--- config.mk ---
export PLATFORM = sky130hd
export DESIGN_NAME = puf_challenge_driver
export DESIGN_NICKNAME = d
export VERILOG_FILES = /design/src/rtl/puf_challenge_driver.sv
export SDC_FILE = /design/constraint.sdc
export NUM_CORES = 1
export LEC_CHECK = 0
export ABC_AREA = 1
export CAP_MARGIN = 30
export CORE_MARGIN = 3
export CORE_UTILIZATION = 51
export DETAILED_ROUTE_END_ITERATION = 10
export GPL_TIMING_DRIVEN = 0
export MAX_ROUTING_LAYER = met4
export PLACE_DENSITY = 0.85
export SYNTH_ARGS = -nofsm -noshare
export SYNTH_HDL_FRONTEND = slang
export SYNTH_SLANG_ARGS = --single-unit
--- constraint.sdc ---
create_clock -name clock -period 2.9 [get_ports clock]
set_input_delay 0.29 -clock clock [delete_from_list [all_inputs] [get_ports clock]]
set_output_delay 0.29 -clock clock [all_outputs]
set_load 0.03 [all_outputs]
--- src/rtl/puf_challenge_driver.sv ---
// Host-side initiator for a serial PUF core: accepts a challenge, clears the
// core, runs all ring oscillators until the core flags done (or the run times
// out), then hands the captured response back over a valid/ready channel.
module puf_challenge_driver #(
   parameter int unsigned CLEAR_CYCLES = 4,
   parameter int unsigned TIMEOUT      = 65535,
   parameter int unsigned TMR_W        = 16,
   parameter int unsigned CNT_W        = 16
) (
   input  logic             clock,
   input  logic             reset,
   input  logic             chal_valid,
   output logic             chal_ready,
   input  logic [7:0]       chal_data,
   output logic [7:0]       puf_challenge,
   output logic [31:0]      puf_enable,
   output logic             puf_reset,
   input  logic [7:0]       puf_response,
   input  logic             puf_done,
   output logic             resp_valid,
   input  logic             resp_ready,
   output logic [7:0]       resp_data,
   output logic             resp_err,
   output logic [CNT_W-1:0] resp_count,
   output logic             busy
);

   localparam int unsigned CHAL_W = 8;
   localparam int unsigned EN_W   = 32;
   localparam int unsigned RESP_W = 8;

   localparam logic [TMR_W-1:0] CLEAR_LAST   = TMR_W'(CLEAR_CYCLES - 1);
   localparam logic [TMR_W-1:0] TIMEOUT_LAST = TMR_W'(TIMEOUT - 1);

   typedef enum logic [1:0] {
      S_IDLE  = 2'd0,
      S_CLEAR = 2'd1,
      S_RUN   = 2'd2,
      S_OUT   = 2'd3
   } state_t;

   state_t              state_q, state_d;
   logic [CHAL_W-1:0]   chal_q, chal_d;
   logic [EN_W-1:0]     en_q, en_d;
   logic                prst_q, prst_d;
   logic                rv_q, rv_d;
   logic [RESP_W-1:0]   rd_q, rd_d;
   logic                re_q, re_d;
   logic [CNT_W-1:0]    cnt_q, cnt_d;
   logic [TMR_W-1:0]    tmr_q, tmr_d;
   logic                busy_q, busy_d;

   // Next-state and registered-output logic; the timer is shared by CLEAR and RUN
   always_comb begin
      state_d = state_q;
      chal_d  = chal_q;
      en_d    = en_q;
      prst_d  = prst_q;
      rv_d    = rv_q;
      rd_d    = rd_q;
      re_d    = re_q;
      cnt_d   = cnt_q;
      tmr_d   = tmr_q;

      case (state_q)
         S_IDLE: begin
            en_d   = '0;
            prst_d = 1'b1;
            if (chal_valid && chal_ready) begin
               chal_d  = chal_data;
               tmr_d   = '0;
               state_d = S_CLEAR;
            end
         end
         S_CLEAR: begin
            en_d   = '0;
            prst_d = 1'b1;
            if (tmr_q == CLEAR_LAST) begin
               tmr_d   = '0;
               en_d    = '1;
               prst_d  = 1'b0;
               state_d = S_RUN;
            end else begin
               tmr_d = tmr_q + TMR_W'(1);
            end
         end
         S_RUN: begin
            tmr_d = tmr_q + TMR_W'(1);
            // tmr_q==0 is the first RUN cycle: a done left over from a prior run is ignored
            if ((tmr_q != '0) && puf_done) begin
               rd_d    = puf_response;
               re_d    = 1'b0;
               rv_d    = 1'b1;
               en_d    = '0;
               prst_d  = 1'b1;
               state_d = S_OUT;
            end else if (tmr_q == TIMEOUT_LAST) begin
               rd_d    = '0;
               re_d    = 1'b1;
               rv_d    = 1'b1;
               en_d    = '0;
               prst_d  = 1'b1;
               state_d = S_OUT;
            end
         end
         S_OUT: begin
            en_d   = '0;
            prst_d = 1'b1;
            if (resp_ready) begin
               rv_d    = 1'b0;
               cnt_d   = cnt_q + CNT_W'(1);
               state_d = S_IDLE;
            end
         end
         default: begin
            state_d = S_IDLE;
         end
      endcase

      busy_d = (state_d != S_IDLE);
   end

   // State and output registers
   always_ff @(posedge clock or negedge reset) begin
      if (!reset) begin
         state_q <= S_IDLE;
         chal_q  <= '0;
         en_q    <= '0;
         prst_q  <= 1'b1;
         rv_q    <= 1'b0;
         rd_q    <= '0;
         re_q    <= 1'b0;
         cnt_q   <= '0;
         tmr_q   <= '0;
         busy_q  <= 1'b0;
      end else begin
         state_q <= state_d;
         chal_q  <= chal_d;
         en_q    <= en_d;
         prst_q  <= prst_d;
         rv_q    <= rv_d;
         rd_q    <= rd_d;
         re_q    <= re_d;
         cnt_q   <= cnt_d;
         tmr_q   <= tmr_d;
         busy_q  <= busy_d;
      end
   end

   // chal_ready depends on state only, so no input-to-output path exists
   assign chal_ready    = (state_q == S_IDLE);
   assign puf_challenge = chal_q;
   assign puf_enable    = en_q;
   assign puf_reset     = prst_q;
   assign resp_valid    = rv_q;
   assign resp_data     = rd_q;
   assign resp_err      = re_q;
   assign resp_count    = cnt_q;
   assign busy          = busy_q;

endmodule

==> summary.log <==
INFO  status         run_status=complete, but fails checks
INFO  status         violations_in_the_final_reports=negative hold slack
INFO  timing         fmaxAchievable=0.408GHz
INFO  logic_synthesis synth.area.mux_share=2.93%
INFO  clock_tree     postCtsSetupBuffers=0
INFO  clock_tree     cts.hold.buffers_added=0
INFO  place          place_hpwl=5.18mm
INFO  power          design_power_total=1.24mW
INFO  timing         slew_headroom=40.3%
INFO  global_route   grt_antenna_before_repair=0
INFO  logic_synthesis ys_seq_elements=55
INFO  worst_setup_path worst_setup_path_start_kind=flip-flop
INFO  timing         skew=0.00652ns
INFO  cells_and_area drive_gt1_share=14.0%
INFO  logic_synthesis synth_edf_count=0
INFO  cells_and_area stdcell_area=0.00416mm²
INFO  logic_synthesis synth_cell_type_count=30
INFO  global_route   grt_total_usage=19.9%
INFO  routing        detail_route.vias_per_cell=4.88
INFO  logic_synthesis netlist_top_cells_count=nand2_1, dfrtp_1, nor2_1
INFO  logic_synthesis synth_most_common_cell=nand2_1
INFO  logic_synthesis asyncSetResetFlopFracSynth=100%
INFO  worst_setup_path timing.critical_path.fanout_max=33
INFO  global_route   grt.overflow.total=0
INFO  logic_synthesis seq_area_frac_synth=44.8%
INFO  power          power.leakage=2.10nW
INFO  cells_and_area design.final.nets=487
INFO  worst_setup_path criticalPathCategory=flip-flop to output pin
INFO  die            initial_util=54.2%
INFO  timing         rsz0062_at_grt=no
INFO  routing        drt-initial-drc-count=164
INFO  timing         fin_worst_hold_slack=-0.0108ns
INFO  clock_tree     tritoncts=built
INFO  die            total_die_area=0.00700mm²
INFO  routing        via_count=2588
INFO  power          worst_ir_drop_vdd=0.000188V
INFO  clock_tree     tritoncts.num_buffers=5
INFO  cells_and_area flow.area_growth_from_synthesis=35.3%
INFO  global_route   grt_pass1_vias=2479
INFO  clock_tree     clock_sink_count=55
INFO  logic_synthesis avgSynthCellArea=8.55µm²
INFO  clock_tree     clock_edge_transition_at_the_registers_on_the_reported_setup_and_hold_paths=0.09ns
INFO  die            ios=90
INFO  timing         final_min_period_over_clock_period=84.4%
INFO  logic_synthesis synth_top_area_share=43.9%
INFO  logic_synthesis post_synth_inst_count=360
INFO  logic_synthesis synth_top_family_by_area=simple AND/OR/NAND/NOR gates
INFO  timing         max_slew.worst_pin.slew=0.896ns
INFO  die            floorplan.core_area=0.00568mm²
INFO  die            die_y_extent=83.7µm
INFO  routing        totalWireLength=6.69mm
INFO  worst_setup_path reg2reg_slack=0.92ns
INFO  timing         min_period=2.45ns
INFO  global_route   grt_pass1_wl=11.2mm
INFO  min_path       holdCritPathClass=primary input to async pin
INFO  logic_synthesis synth_adder_area_share=3.66%
INFO  global_route   grt_max_degree=34
INFO  logic_synthesis synth_nets=390
INFO  routing        drt_first_pass_iters=4
INFO  routing        post-route-drc-count=0
INFO  logic_synthesis synth-warning-count=0
INFO  logic_synthesis ys.flop_type=dfrtp_1
INFO  clock_tree     cts_max_level=2
INFO  logic_synthesis post_synth_and_or_nand_nor_area_fraction=26.1%
INFO  place          place.gp.congestion=0.868
INFO  clock_tree     gates_resized_cts_repair=0
INFO  clock_tree     maximum_clock_path_buffer_count=2
INFO  routing        routedWlPerCell=12.6µm
INFO  logic_synthesis synthesis.area=0.00308mm²
INFO  routing        final_antenna_net_count=0
INFO  cells_and_area fillCellCount=428
INFO  power          powerDensity=298mW/mm²
INFO  worst_setup_path worst-endpoint-arrival=2.16ns
INFO  clock_tree     clk_root_buffer_cell=clkbuf_8
INFO  die            floorplan.rows=27
INFO  logic_synthesis synth-compound-area-share=4.15%
INFO  timing         maxSlewViolCount=0
INFO  worst_setup_path timing.critical_path.required=2.61ns
INFO  logic_synthesis post_synth_xor_area_fraction=5.98%
INFO  logic_synthesis synth_area_leaders=dfrtp_1, nand2_1, buf_4
INFO  run            drv_cap=0
INFO  cells_and_area n_antenna_cell=0
INFO  logic_synthesis library_cell_with_the_largest_summed_area_after_synthesis=dfrtp_1
INFO  die            die_width=83.7µm
INFO  place          placedInstanceArea=0.00407mm²
INFO  timing         report.final.hold_viol_count=20
INFO  timing         final-setup-viol-count=0
INFO  clock_tree     clock_insertion_delay_worst_skew=0.31ns
INFO  worst_setup_path cp_endpoint_kind=output pin
INFO  place          port_buffers=89
[registers in the layout, summed over array words and instances (netlist names), 2 cells and up]
name,flops
resp_data,8
tmr_q,16
state_q,2
resp_count,16
puf_challenge,8
[layout make-up]
class	instances	area, µm²	share of cell area (%)
buffer	34	244	5.86
clock buffer	6	72.6	1.74
clock inverter	2	16.3	0.391
inverter	37	139	3.34
multi-input combinational	234	1320	31.6
sequential	55	1380	33.1
tap	72	90.1	2.16
timing repair buffer	90	906	21.8
[path summary, 6_finish.rpt]
| path | cells past startpoint | start | endpoint |
|---|---|---|---|
| worst max-delay path | 2 | puf_enable[30] | puf_enable[1] |
| worst min register to register | 2 | resp_data[1] | resp_data[1] |
| worst min-delay path | 1 | reset | tmr_q[15] |
| min in group clock | 2 | resp_data[1] | resp_data[1] |
| worst max register to register | 8 | state_q[0] | tmr_q[13] |
| max in group asynchronous | 2 | reset | resp_data[0] |
[cells in the final DEF, fill, tap and decap left out, drive strengths merged]
master and count:
a21oi 6, a31oi 1, buf 33, clkbuf 9
clkdlybuf4s50 88, clkinv 1, clkinvlp 1, dfrtp 54
dfstp 1, ha 9, inv 37, mux2 8
nand2 103, nand3 21, nand3b 1, nand4 5
nor2 42, nor3 4, o2111ai 3, o21a 1
o21ai 8, o22ai 1, xnor2 5, xor2 16
[metrics by stage]
stage | utilization [%] | TNS (ns) | instances | hold WS, ns | setup slack [ns]
after floorplan | - | 0 | 360 | -0.00559 | 1.09
after global placement | 71.5 | -4.68 | 521 | 0.454 | -0.0897
after detailed placement | 71.8 | 0 | 522 | 0.346 | 0.768
after CTS | 73.3 | 0 | 530 | 0.0104 | 0.420
after global routing | 73.3 | 0 | 530 | 0.0193 | 0.315
final | 73.3 | 0 | 530 | -0.0108 | 0.452
[worst max-delay path, stage by stage, from the launching register on]
cell,delay [ns]
dfrtp_1,0.94
buf_4,0.23
clkdlybuf4s50_1,0.68
[layer usage]
metal	share of wire (%)	routed length, µm	up-vias	GRT usage (%)
met5	0	0	-	-
met4	1.2	81	0	4.53
met3	6.8	453	12	5.33
met2	50	3320	81	34.4
met1	42	2840	1206	23.3
li1	-	-	1289	-
[power by group]
group,internal [mW],leakage [nW],switching (mW)
clock,0.174,0.0418,0.252
combinational,0.0260,1.35,0.0201
sequential,0.766,0.704,0
[cell families (layout without fill, tap and decap cells)]
kind of cell	after synthesis	in the layout
compound gates	20	20
xor+xnor	21	21
fa+ha+maj	9	9
buf+inv	71	169
flops	55	55
mux	8	8
simple gates	176	176
Power figures use the tool's default switching activity.
